### src/rtl/bat_microsequencer.sv
// Microcoded fetch/decode/execute sequencer for the BatAmateur CPU.
// All strobes are registered on the falling clock edge from the current state.
module bat_microsequencer #(
  parameter int NUM_REGS = 8,
  parameter int ALU_OP_W = 5,
  parameter int FLAG_W   = 8,
  parameter int ZERO_BIT = 0,
  parameter int WAIT_MAX = 15
) (
  input  logic                CLK,
  input  logic                RST,
  input  logic [15:0]         INSTR,
  input  logic [FLAG_W-1:0]   ALU_REG,
  input  logic                RAM_READY,
  input  logic                RUN,
  output logic                PC_INC,
  output logic                PC_RW,
  output logic                PC_EN,
  output logic                MAR_LOAD,
  output logic                MAR_EN,
  output logic                RAM_RW,
  output logic                RAM_EN,
  output logic                IR_LOAD,
  output logic                IR_EN,
  output logic [NUM_REGS-1:0] REGS_INC,
  output logic [NUM_REGS-1:0] REGS_RW,
  output logic [NUM_REGS-1:0] REGS_EN,
  output logic                ALU_EN,
  output logic [ALU_OP_W-1:0] ALU_OP,
  output logic                HALTED,
  output logic                ILLEGAL,
  output logic                BUS_ERR
);

  localparam int CNT_W = (WAIT_MAX < 2) ? 1 : $clog2(WAIT_MAX + 1);
  localparam logic [NUM_REGS-1:0] A_HOT = NUM_REGS'(1);
  localparam logic [NUM_REGS-1:0] B_HOT = NUM_REGS'(2);

  typedef enum logic [2:0] {
    ST_F0 = 3'd0,
    ST_F1 = 3'd1,
    ST_E0 = 3'd2,
    ST_E1 = 3'd3,
    ST_E2 = 3'd4,
    ST_H  = 3'd5
  } state_t;

  state_t              state_q, state_d;
  logic [CNT_W-1:0]    wait_cnt_q, wait_cnt_d;
  logic                bus_err_q, bus_err_d;
  logic                pc_inc_q, pc_inc_d, pc_rw_q, pc_rw_d, pc_en_q, pc_en_d;
  logic                mar_load_q, mar_load_d, mar_en_q, mar_en_d;
  logic                ram_rw_q, ram_rw_d, ram_en_q, ram_en_d;
  logic                ir_load_q, ir_load_d, ir_en_q, ir_en_d;
  logic [NUM_REGS-1:0] regs_inc_q, regs_inc_d, regs_rw_q, regs_rw_d, regs_en_q, regs_en_d;
  logic                alu_en_q, alu_en_d;
  logic [ALU_OP_W-1:0] alu_op_q, alu_op_d;
  logic                halted_q, halted_d, illegal_q, illegal_d;

  logic [3:0]          op;
  logic [4:0]          aluop;
  logic                dsel;
  logic [2:0]          r1, r2;
  logic [1:0]          cond;
  logic                is_regop, is_mov, is_inc, zflag, jump_taken, jump_halt;
  logic [NUM_REGS-1:0] r1_hot, r2_hot, xfer_hot, dst_hot;
  logic                operands_ok, ram_access, do_xfer;
  logic                flags_unused;

  assign op       = INSTR[15:12];
  assign aluop    = INSTR[11:7];
  assign dsel     = INSTR[6];
  assign r1       = INSTR[5:3];
  assign r2       = INSTR[2:0];
  assign cond     = INSTR[13:12];
  assign is_regop = (op == 4'b0111);
  assign is_mov   = (aluop == 5'b11111);
  assign is_inc   = (aluop == 5'b11110);
  assign zflag    = ALU_REG[ZERO_BIT];
  assign flags_unused = ^ALU_REG;

  // One-hot operand selects; an operand past the last register decodes to all zeros.
  for (genvar gi = 0; gi < NUM_REGS; gi++) begin : g_hot
    assign r1_hot[gi] = (r1 == 3'(gi));
    assign r2_hot[gi] = (r2 == 3'(gi));
  end

  assign operands_ok = (|r1_hot) & (|r2_hot);
  assign xfer_hot    = INSTR[12] ? B_HOT : A_HOT;
  assign dst_hot     = dsel ? A_HOT : B_HOT;
  assign jump_halt   = (cond == 2'b11);

  always_comb begin
    case (cond)
      2'b00:   jump_taken = 1'b1;
      2'b01:   jump_taken = zflag;
      2'b10:   jump_taken = ~zflag;
      default: jump_taken = 1'b0;
    endcase
  end

  always_comb begin
    state_d    = state_q;
    wait_cnt_d = '0;
    bus_err_d  = bus_err_q;
    pc_inc_d   = 1'b0;
    pc_rw_d    = 1'b1;
    pc_en_d    = 1'b0;
    mar_load_d = 1'b0;
    mar_en_d   = 1'b1;
    ram_rw_d   = 1'b1;
    ram_en_d   = 1'b0;
    ir_load_d  = 1'b1;
    ir_en_d    = 1'b0;
    regs_inc_d = '0;
    regs_rw_d  = '1;
    regs_en_d  = '0;
    alu_en_d   = 1'b0;
    alu_op_d   = '0;
    illegal_d  = 1'b0;
    ram_access = 1'b0;
    do_xfer    = 1'b0;

    case (state_q)
      ST_F0: begin
        pc_en_d    = 1'b1;
        mar_load_d = 1'b1;
        state_d    = ST_F1;
      end
      ST_F1: begin
        ram_en_d   = 1'b1;
        ir_en_d    = 1'b1;
        ram_access = 1'b1;
        pc_inc_d   = RAM_READY;
        state_d    = ST_E0;
      end
      ST_E0: begin
        if (is_regop) begin
          state_d = ST_F0;
          if (!operands_ok) begin
            illegal_d = 1'b1;
          end else if (is_mov) begin
            regs_en_d = r1_hot | r2_hot;
            regs_rw_d = ~r1_hot | r2_hot;
          end else if (is_inc) begin
            regs_inc_d = r1_hot;
          end else begin
            state_d = ST_E1;
            if (r1 != 3'd0) begin
              regs_en_d = A_HOT | r1_hot;
              regs_rw_d = ~A_HOT;
            end
          end
        end else if (op[3:2] == 2'b01) begin
          state_d = jump_halt ? ST_H : ST_F0;
          if (jump_taken) begin
            ir_en_d   = 1'b1;
            ir_load_d = 1'b0;
            pc_en_d   = 1'b1;
            pc_rw_d   = 1'b0;
          end
        end else begin
          ir_en_d    = 1'b1;
          ir_load_d  = 1'b0;
          mar_load_d = 1'b1;
          state_d    = ST_E1;
        end
      end
      ST_E1: begin
        if (is_regop) begin
          state_d = ST_E2;
          if (r2 != 3'd1) begin
            regs_en_d = B_HOT | r2_hot;
            regs_rw_d = ~B_HOT;
          end
        end else begin
          case (op[3:2])
            2'b11: begin
              state_d = jump_halt ? ST_H : ST_F0;
              if (jump_taken) begin
                ram_en_d   = 1'b1;
                pc_en_d    = 1'b1;
                pc_rw_d    = 1'b0;
                ram_access = 1'b1;
              end
            end
            2'b10: begin
              ram_en_d   = 1'b1;
              mar_load_d = 1'b1;
              ram_access = 1'b1;
              state_d    = ST_E2;
            end
            default: begin
              do_xfer = 1'b1;
              state_d = ST_F0;
            end
          endcase
        end
      end
      ST_E2: begin
        state_d = ST_F0;
        if (is_regop) begin
          alu_en_d  = 1'b1;
          alu_op_d  = ALU_OP_W'(aluop);
          regs_en_d = dst_hot;
          regs_rw_d = ~dst_hot;
        end else if (op[3:2] == 2'b10) begin
          do_xfer = 1'b1;
        end
      end
      ST_H: begin
        if (RUN) state_d = ST_F0;
      end
      default: begin
        state_d   = ST_F0;
        illegal_d = 1'b1;
      end
    endcase

    // Register <-> RAM transfer shared by direct and indirect load/store.
    if (do_xfer) begin
      ram_en_d   = 1'b1;
      regs_en_d  = xfer_hot;
      ram_access = 1'b1;
      if (INSTR[13]) ram_rw_d  = 1'b0;
      else           regs_rw_d = ~xfer_hot;
    end

    // A stalled RAM access holds its strobes and state until ready or timeout.
    if (ram_access && !RAM_READY) begin
      state_d    = state_q;
      wait_cnt_d = wait_cnt_q + CNT_W'(1);
      if (WAIT_MAX != 0 && wait_cnt_d == CNT_W'(WAIT_MAX)) begin
        bus_err_d = 1'b1;
        state_d   = ST_H;
      end
    end

    halted_d = (state_d == ST_H);
  end

  always_ff @(negedge CLK or negedge RST) begin
    if (!RST) begin
      state_q    <= ST_F0;
      wait_cnt_q <= '0;
      bus_err_q  <= 1'b0;
      pc_inc_q   <= 1'b0;
      pc_rw_q    <= 1'b1;
      pc_en_q    <= 1'b0;
      mar_load_q <= 1'b0;
      mar_en_q   <= 1'b1;
      ram_rw_q   <= 1'b1;
      ram_en_q   <= 1'b0;
      ir_load_q  <= 1'b1;
      ir_en_q    <= 1'b0;
      regs_inc_q <= '0;
      regs_rw_q  <= '1;
      regs_en_q  <= '0;
      alu_en_q   <= 1'b0;
      alu_op_q   <= '0;
      halted_q   <= 1'b0;
      illegal_q  <= 1'b0;
    end else begin
      state_q    <= state_d;
      wait_cnt_q <= wait_cnt_d;
      bus_err_q  <= bus_err_d;
      pc_inc_q   <= pc_inc_d;
      pc_rw_q    <= pc_rw_d;
      pc_en_q    <= pc_en_d;
      mar_load_q <= mar_load_d;
      mar_en_q   <= mar_en_d;
      ram_rw_q   <= ram_rw_d;
      ram_en_q   <= ram_en_d;
      ir_load_q  <= ir_load_d;
      ir_en_q    <= ir_en_d;
      regs_inc_q <= regs_inc_d;
      regs_rw_q  <= regs_rw_d;
      regs_en_q  <= regs_en_d;
      alu_en_q   <= alu_en_d;
      alu_op_q   <= alu_op_d;
      halted_q   <= halted_d;
      illegal_q  <= illegal_d;
    end
  end

  assign PC_INC   = pc_inc_q;
  assign PC_RW    = pc_rw_q;
  assign PC_EN    = pc_en_q;
  assign MAR_LOAD = mar_load_q;
  assign MAR_EN   = mar_en_q;
  assign RAM_RW   = ram_rw_q;
  assign RAM_EN   = ram_en_q;
  assign IR_LOAD  = ir_load_q;
  assign IR_EN    = ir_en_q;
  assign REGS_INC = regs_inc_q;
  assign REGS_RW  = regs_rw_q;
  assign REGS_EN  = regs_en_q;
  assign ALU_EN   = alu_en_q;
  assign ALU_OP   = alu_op_q;
  assign HALTED   = halted_q;
  assign ILLEGAL  = illegal_q;
  assign BUS_ERR  = bus_err_q;

endmodule
### config.mk
export PLATFORM = sky130hd
export DESIGN_NAME = bat_microsequencer
export DESIGN_NICKNAME = d
export VERILOG_FILES = /design/src/rtl/bat_microsequencer.sv
export SDC_FILE = /design/constraint.sdc
export NUM_CORES = 1
export LEC_CHECK = 0
export BUFFER_PORTS_ARGS = -buffer_cell sky130_fd_sc_hd__buf_2
export CAP_MARGIN = 40
export CELL_PAD_IN_SITES_DETAIL_PLACEMENT = 1
export CELL_PAD_IN_SITES_GLOBAL_PLACEMENT = 2
export CORE_MARGIN = 4
export CORE_UTILIZATION = 33
export DETAILED_ROUTE_END_ITERATION = 12
export HOLD_SLACK_MARGIN = 0.1
export PLACE_DENSITY_LB_ADDON = 0.1
export SYNTH_ARGS = -nofsm -noshare
export SYNTH_HDL_FRONTEND = slang
export SYNTH_SLANG_ARGS = --single-unit
### constraint.sdc
create_clock -name CLK -period 4.77 [get_ports CLK]
set_input_delay 0.7155 -clock CLK [delete_from_list [all_inputs] [get_ports CLK]]
set_output_delay 0.7155 -clock CLK [all_outputs]
set_load 0.005 [all_outputs]
==> impl_metrics.yaml, run 1 <==
setup_path:
  ff2ff_path_depth: 4
  path_cells: "buf_2, nand4_1, buf_4, a31o_1, a211oi_1, or3b_1, o311a_1"
  crit_cells: 7
  endpoint: "HALTED"
  cp-start-kind: "input pin"
  crit_arrival_ps: 2190
  endpoint_kind: "flip-flop"
  rr_endpoint: "HALTED"
  critical-path-top-delay-family: "compound AO/OA/AOI/OAI gates"
  critPathRequiredTime_ps: 2530
  r2r_slack_ps: 2510
  crit_path_max_incr_delay_ps: 390
  reg2reg_from: "state_q[0]"
  critPathLaunch: "INSTR[11]"
  path_buf_inv: 2
  slowest_stage: "or3b_1"
  cp_max_fo: 6
  crit_type: "input pin to flip-flop"
sta:
  finalSetupTns_ps: 0
  slew-limit-headroom: 0.5732
  finalSetupViolations: 0
  finalClockSkew_ps: 70.25
  worst_slew_pin_slew_ps: 640.2
  timing.hold.ws_ps: 414.3
  grt_setup_unrepaired: "no"
  drv_slew: 0
  setup_slack_ps: 344.5
  final_hold_viol_count: 0
min_path:
  hold_path.class: "flip-flop to flip-flop"
  holdCritStartpoint: "BUS_ERR"
synthesis:
  synth_async_sr_flop_share: 1.000
  ys.flop_type: "dfrtn_1"
  ys_seq_area_frac: 0.5443
  synth-seq-cells: 48
  synth_compound_area_frac: 0.1581
  syn_area_mm2: 0.002232
  syn_nets: 254
  synth_edf_count: 0
  synth_top_family_by_area: "simple AND/OR/NAND/NOR gates"
  synth_mux_area_frac: 0.01457
  yosysWarnings: 0
  synth_xor_area_frac: 0.01177
  syn_inst: 224
  synth_area_per_cell_um2: 9.965
  yosys.area_share.simple: 0.2124
  yosys.area_share.adder: 0.01121
  synth.distinct_cells: 49
power_and_ir_drop:
  internal_power_uw: 768.2
  powerDensity_mw_per_mm2: 410.1
  pwr-share-clk: 0.283
  leakage_uw: 0.001352
  sw_frac_of_total: 0.3323
  power_switching_uw: 382.3
  vdd_drop_max_mv: 0.2337
  p_comb_frac: 0.251
  seq_power_share: 0.466
layout:
  layout-drive-gt1-share: 0.3167
  nets: 329
  n_fill_cell: 765
  area_growth_pct: 25.67
  diodes: 0
flow_run:
  cap_violations: 0
global_route:
  grt_pass1_vias: 2013
  grt_usage: 0.1546
  grt_max_degree: 49
  grt_pass1_wl_mm: 10.26
  globalRoute.totalOverflow: 0
  antenna_found_initial: 0
cts:
  cts-hold-fix-buffers: 0
  cts_tree: "done"
  cts_sinks: 48
  cts_buffer_depth: 2
  htreeDepth: 2
  worstSkewPairLatency_ps: 370
  clk_pin_slew_ps: 60
  cts_root_buf: "clkbuf_8"
  numCtsBuffers: 5
  cts_setup_buffers: 0
  ctsResizeCount: 0
floorplanning:
  ioPinCount: 70
  start_util: 0.3456
  die_h_um: 90.25
  core_mm2: 0.006459
  rows: 29
  die-area_mm2: 0.008144
  die_w_um: 90.25
place:
  gp_congestion: 0.7511
  dp_worst_setup_slack_ps: 25.11
  dp_hpwl_mm: 4.503
  portBuffers: 61
drt:
  drt-met1-wl_mm: 2.514
  wl_per_cell_um: 15.96
  dr.first_iter.drc_count: 69
  routed.top_layer: "met4"
  drc: 0
  wl_met3_um: 265
  dr_wl_met2_mm: 3.181
  dr.pass1.iters: 4
  via_per_inst: 5.125
  ant_nets: 0
  vias: 1932
  wl_mm: 6.018
outcome:
  status: "finished clean"
## synthesized netlist by cell type (5+ instances only)
master | count | area share
a21oi_1 | 7 | 0.016
inv_1 | 9 | 0.015
buf_2 | 7 | 0.016
nand2_1 | 21 | 0.035
o22ai_1 | 5 | 0.014
and2_1 | 5 | 0.014
nand3_1 | 5 | 0.011
nand3b_1 | 5 | 0.017
nor3_1 | 7 | 0.016
dfrtn_1 | 37 | 0.41
nor2_1 | 30 | 0.050
o21ai_0 | 8 | 0.018
dfstp_2 | 11 | 0.13
## cell usage in the layout (no fill, tap or decap), types with 2 or more instances in the layout
cell,synthesis,routed
nor3_1,7,7
dfstp_2,11,11
o211ai_1,2,2
nor2b_1,2,2
nand3b_1,5,5
inv_1,9,19
or3_1,3,3
a31oi_1,3,3
dfrtn_1,37,37
a21oi_1,7,7
a22oi_1,2,2
o21ai_1,4,4
xor2_1,2,2
nand4b_1,3,3
ha_1,2,2
o2111ai_1,3,3
nand4_1,3,3
nand2b_1,4,4
nor2_1,30,30
a31o_1,3,3
o21ai_0,8,8
o22ai_1,5,5
o31ai_1,2,2
buf_2,7,61
o32ai_1,2,2
mux2_1,2,2
and2_1,5,5
clkbuf_8,0,5
buf_4,2,10
nand3_1,5,5
nand2_1,21,21
a21o_1,2,2
## through the flow
| step | std cells | instance area [um^2] | utilization | total power, uW |
|---|---|---|---|---|
| 5_1_grt | 377 | 2805 | 0.4343 | 1243 |
| 6_report | 377 | 2805 | 0.4343 | 1150 |
| 3_3_place_gp | 359 | 2660 | 0.4119 | 849.1 |
| 4_1_cts | 377 | 2805 | 0.4343 | 1174 |
| 2_1_floorplan | 224 | 2232 | - | 738.6 |
| 3_5_place_dp | 359 | 2660 | 0.4119 | 854.6 |
## routing by layer
metal  vias to the layer above  GRT usage
met3                         5    0.03840
met2                        39     0.2744
met4                         0    0.03444
met1                       959     0.1890
met5                         -          0
li1                        929          -
## kinds of logic (layout without fill, tap and decap cells)
| group | after synthesis | count (layout) |
|---|---|---|
| other | 1 | 1 |
| multiplexers | 3 | 3 |
| adder cells (fa/ha/maj) | 2 | 2 |
| buffers and inverters | 23 | 99 |
| AO/OA/AOI/OAI | 50 | 50 |
| flip-flops | 48 | 48 |
| AND/OR/NAND/NOR | 94 | 94 |
| XOR/XNOR | 3 | 3 |
## worst register-to-register path, stage by stage (launching register included)
cell      delay, ps
dfrtn_1         820
nand4b_1        350
a211o_1         360
o221a_1         220
o311a_1         360
## power groups by stage
| stage | combinational [uW] | sequential (uW) | clock, uW |
|---|---|---|---|
| after global placement | 290 | 544 | 15.5 |
| final | 289 | 536 | 325 |
| after CTS | 296 | 538 | 340 |
| after floorplan | 215 | 508 | 15.5 |
| after global routing | 332 | 546 | 364 |
| after detailed placement | 294 | 545 | 15.5 |
## state kept, by name (all words and copies together), names as in the netlist, 3 cells and up
signal,flops
REGS_RW,8
REGS_EN,8
state_q,3
wait_cnt_q,4
ALU_OP,5
REGS_INC,8
## worst min-delay path by stage
stage	endpoint	slack, ps	cells after the start
2_1_floorplan	wait_cnt_q[0]	390	1
3_3_place_gp	BUS_ERR	410	1
3_5_place_dp	BUS_ERR	420	1
4_1_cts	BUS_ERR	420	1
5_1_grt	BUS_ERR	440	1
6_report	BUS_ERR	410	1
## area by class of cell
type	count	area, um^2	share of cell area
clock buffer	5	68.82	0.02453
clock inverter	14	80.08	0.02855
timing repair buffer	72	400.4	0.1427
multi-input combinational	153	914.6	0.3260
tap	77	96.34	0.03434
inverter	8	30.03	0.01070
sequential	48	1215	0.4331
No activity file was read; power rests on OpenSTA's default activity.
==> run 2: changes to the inputs <==
--- a/config.mk
+++ b/config.mk
@@ -10,7 +10,7 @@
 export CELL_PAD_IN_SITES_DETAIL_PLACEMENT = 1
 export CELL_PAD_IN_SITES_GLOBAL_PLACEMENT = 2
 export CORE_MARGIN = 4
-export CORE_UTILIZATION = 33
+export CORE_UTILIZATION = 30
 export DETAILED_ROUTE_END_ITERATION = 12
 export HOLD_SLACK_MARGIN = 0.1
 export PLACE_DENSITY_LB_ADDON = 0.1
==> constraint.sdc (replaced) <==
create_clock -name CLK -period 4.6 [get_ports CLK]
set_input_delay 0.69 -clock CLK [delete_from_list [all_inputs] [get_ports CLK]]
set_output_delay 0.69 -clock CLK [all_outputs]
set_load 0.005 [all_outputs]
==> impl_metrics.yaml, run 2 (synthesis results as in run 1) <==
layout:
  area_growth_pct: 27.35
  layout-drive-gt1-share: 0.3234
  layout_commonest_cell: "buf_2"
  nets: 332
  finalCoreUtilization: 0.3919
  diodes: 0
  layout_common_cells: "61 x buf_2, 37 x dfrtn_1, 30 x nor2_1, 21 x nand2_1, 19 x inv_1"
power_and_ir_drop:
  powerDensity_mw_per_mm2: 412.9
  leakage_uw: 0.001359
  vdd_drop_max_mv: 0.2250
setup_path:
  crit_path_max_incr_delay_ps: 390
  crit_cells: 6
  path_buf_inv: 1
  cp-start-kind: "input pin"
  crit_arrival_ps: 2060
  slowest_stage: "or3b_1"
  critPathRequiredTime_ps: 2450
  endpoint_kind: "flip-flop"
  cp_max_fo: 2
  ff2ff_path_depth: 4
  path_cells: "buf_2, nand4_1, a31o_1, a211oi_1, or3b_1, o311a_1"
  critical-path-top-delay-family: "compound AO/OA/AOI/OAI gates"
  crit_type: "input pin to flip-flop"
floorplanning:
  die_w_um: 94.26
  core_mm2: 0.007253
  ioPinCount: 70
  start_util: 0.3077
  die_h_um: 94.26
  die-area_mm2: 0.008885
  rows: 31
place:
  portBuffers: 61
  dp_hpwl_mm: 4.814
  gp_congestion: 0.7931
global_route:
  gr-usage-met3: 0.02724
  grt_pass1_wl_mm: 10.03
  grt_pass1_vias: 2018
  grt_util_met2: 0.2577
  grt_max_degree: 28
  grt.met1_usage: 0.1787
  grt.busiest_layer: "met2"
  globalRoute.totalOverflow: 0
  grt_usage: 0.1451
  antenna_found_initial: 0
flow_run:
  cap_violations: 0
cts:
  clk_pin_slew_ps: 60
  numCtsBuffers: 5
  cts_buffer_depth: 2
  cts_tree: "done"
  cts_setup_buffers: 0
  cts_root_buf: "clkbuf_8"
  cts-hold-fix-buffers: 0
  cts_sinks: 48
  worstSkewPairLatency_ps: 360
  ctsResizeCount: 0
  htreeDepth: 2
min_path:
  hold_path.class: "flip-flop to flip-flop"
  hold_path_depth: 1
drt:
  dr.first_iter.drc_count: 74
  vias: 1945
  ant_nets: 0
  wl_per_cell_um: 15.36
  dr.pass1.iters: 4
  wl_mm: 6.173
  via_per_inst: 4.838
  drc: 0
sta:
  drv_slew: 0
  finalClockSkew_ps: 59.69
  finalSetupViolations: 0
  grt_setup_unrepaired: "no"
  slew-limit-headroom: 0.5525
  worst_slew_pin_slew_ps: 671.2
  final_hold_viol_count: 0
  finalSetupTns_ps: 0
outcome:
  status: "finished clean"
## run 2: final cells by class
class / count / area [um^2]
clock inverter: 12 / 50.05
clock buffer: 7 / 86.33
sequential: 48 / 1215
timing repair buffer: 75 / 422.9
fill: 884 / 4410
tap: 99 / 123.9
inverter: 8 / 30.03
multi-input combinational: 153 / 914.6
## run 2: power by group
part | internal, uW | switching, uW
Clock | 136 | 165
Combinational | 146 | 167
Sequential | 488 | 71.8
Total | 770 | 404
## run 2: path summary, 6_finish.rpt
kind	start	to	slack, ps
worst max-delay path	INSTR[11]	HALTED	390
worst min-delay path	wait_cnt_q[0]	wait_cnt_q[0]	430
worst max register to register	state_q[0]	HALTED	2350
worst min register to register	wait_cnt_q[0]	wait_cnt_q[0]	430
max in group asynchronous	RST	REGS_RW[4]	1370
min in group asynchronous	RST	REGS_EN[1]	2560
## run 2: layer usage
| layer | up-vias | part of all wire |
|---|---|---|
| met3 | 8 | 0.046 |
| met5 | - | 0 |
| li1 | 940 | - |
| met2 | 47 | 0.51 |
| met1 | 950 | 0.43 |
| met4 | 0 | 0.012 |
## run 2: metrics by stage
| step | total power, uW | cell area (um^2) | worst slack, ps | hold WS (ps) | std cells |
|---|---|---|---|---|---|
| finish | 1174 | 2843 | 391.3 | 428.2 | 402 |
| global route | 1273 | 2843 | 286.6 | 459.4 | 402 |
| CTS | 1196 | 2843 | 338.1 | 437.0 | 402 |
| detailed placement | 903.8 | 2710 | 27.56 | 423.7 | 384 |
| global placement | 896.2 | 2710 | 40.79 | 418.3 | 384 |
| floorplan | 765.9 | 2232 | 143.4 | 391.6 | 224 |
==> run 3: changes to the inputs <==
--- a/config.mk
+++ b/config.mk
@@ -14,6 +14,9 @@
 export DETAILED_ROUTE_END_ITERATION = 12
 export HOLD_SLACK_MARGIN = 0.1
 export PLACE_DENSITY_LB_ADDON = 0.1
+export RECOVER_POWER = 50
+export REMOVE_ABC_BUFFERS = 1
+export SLEW_MARGIN = 0
 export SYNTH_ARGS = -nofsm -noshare
 export SYNTH_HDL_FRONTEND = slang
 export SYNTH_SLANG_ARGS = --single-unit
==> impl_metrics.yaml, run 3 (synthesis results as in run 1) <==
drt:
  wl_mm: 6.193
  wl_per_cell_um: 15.41
  drc: 0
  ant_nets: 0
  dr.pass1.iters: 4
  vias: 1893
  via_per_inst: 4.709
  dr.first_iter.drc_count: 72
layout:
  layout_commonest_cell: "buf_2"
  layout_common_cells: "56 x buf_2, 37 x dfrtn_1, 30 x nor2_1, 21 x nand2_1, 19 x inv_1"
  diodes: 0
  layout-drive-gt1-share: 0.2937
  fin_cells: 402
  area_growth_pct: 25.62
  nets: 332
place:
  gp_congestion: 0.7417
  dp_hpwl_mm: 4.792
  placed_cells: 384
  portBuffers: 61
setup_path:
  crit_path_max_incr_delay_ps: 380
  crit_type: "input pin to flip-flop"
  slowest_stage: "or3b_1"
  rr_endpoint: "HALTED"
  cp_max_fo: 8
  critPathRequiredTime_ps: 2440
  path_cells: "clkbuf_1, nand2b_1, a31o_1, a211oi_1, or3b_1, o311a_1"
  reg2reg_from: "state_q[0]"
  critPathLaunch: "INSTR[14]"
  r2r_slack_ps: 2440
  ff2ff_path_depth: 4
  endpoint: "HALTED"
  cp-start-kind: "input pin"
  crit_arrival_ps: 2130
  endpoint_kind: "flip-flop"
cts:
  htreeDepth: 2
  ctsResizeCount: 0
  numCtsBuffers: 5
  cts_tree: "done"
  cts_sinks: 48
  cts-hold-fix-buffers: 0
  cts_root_buf: "clkbuf_8"
  cts_buffer_depth: 2
  worstSkewPairLatency_ps: 360
  clk_pin_slew_ps: 60
  cts_setup_buffers: 0
sta:
  finalSetupViolations: 0
  worst_slew_pin_slew_ps: 1167
  slew-limit-headroom: 0.2222
  final_hold_viol_count: 0
  drv_slew: 0
  finalClockSkew_ps: 68.34
  grt_setup_unrepaired: "no"
  finalSetupTns_ps: 0
power_and_ir_drop:
  vdd_drop_max_mv: 0.1665
  leakage_uw: 0.001320
  powerDensity_mw_per_mm2: 418.2
floorplanning:
  rows: 31
  die-area_mm2: 0.008885
  start_util: 0.3077
  die_h_um: 94.26
  die_w_um: 94.26
  ioPinCount: 70
  core_mm2: 0.007253
global_route:
  grt_pass1_wl_mm: 10.30
  globalRoute.totalOverflow: 0
  grt_pass1_vias: 1981
  antenna_found_initial: 0
  grt_max_degree: 27
  grt_usage: 0.1484
outcome:
  status: "finished clean"
flow_run:
  cap_violations: 0
min_path:
  hold_path_depth: 1
  hold_path.class: "flip-flop to flip-flop"
-- run 3: worst max-delay path, delay by kind of cell --
family / cells / cell delay (ps)
AOI/OAI and AO/OA: 3 / 660
buffers and inverters: 1 / 260
and+or+nand+nor: 2 / 510
-- run 3: where the power goes --
group | leakage [uW] | switching (uW) | internal, uW
registers | 0.000619 | 72.2 | 487
logic | 0.000593 | 171 | 143
clock network | 0.000108 | 166 | 133
total | 0.00132 | 409 | 763
-- run 3: worst min-delay path by stage --
stage                        from            end  slack [ps]
floorplan           wait_cnt_q[0]  wait_cnt_q[0]         390
global placement    wait_cnt_q[0]  wait_cnt_q[0]         420
detailed placement  wait_cnt_q[0]  wait_cnt_q[0]         420
CTS                 wait_cnt_q[0]  wait_cnt_q[0]         430
global route        wait_cnt_q[0]  wait_cnt_q[0]         450
finish              wait_cnt_q[0]  wait_cnt_q[0]         420
-- run 3: per-layer routing --
| layer | share of wire | GRT usage |
|---|---|---|
| met5 | 0 | 0 |
| met2 | 0.41 | 0.2104 |
| met3 | 0.049 | 0.03606 |
| met4 | 0.0078 | 0.03610 |
| met1 | 0.53 | 0.2246 |
-- run 3: stage by stage --
| step | hold slack [ps] | utilization | worst slack [ps] | instance area [um^2] | total power, uW |
|---|---|---|---|---|---|
| final | 420.8 | 0.3866 | 312.7 | 2804 | 1173 |
| after CTS | 426.0 | 0.3899 | 353.7 | 2828 | 1198 |
| after global routing | 451.7 | 0.3866 | 189.2 | 2804 | 1272 |
| after global placement | 417.3 | 0.3719 | 55.69 | 2698 | 895.8 |
| after detailed placement | 424.3 | 0.3719 | 49.44 | 2698 | 901.4 |
| after floorplan | 391.9 | - | 270.3 | 2163 | 742.1 |
-- run 3: final cells by class --
type	instances	area, um^2
clock buffers	6	82.58
fillers	890	4449
repair buffers	75	386.6
flip-flops and latches	48	1215
inverters	8	30.03
clock inverters	13	51.30
well taps	99	123.9
multi-input cells	153	914.6
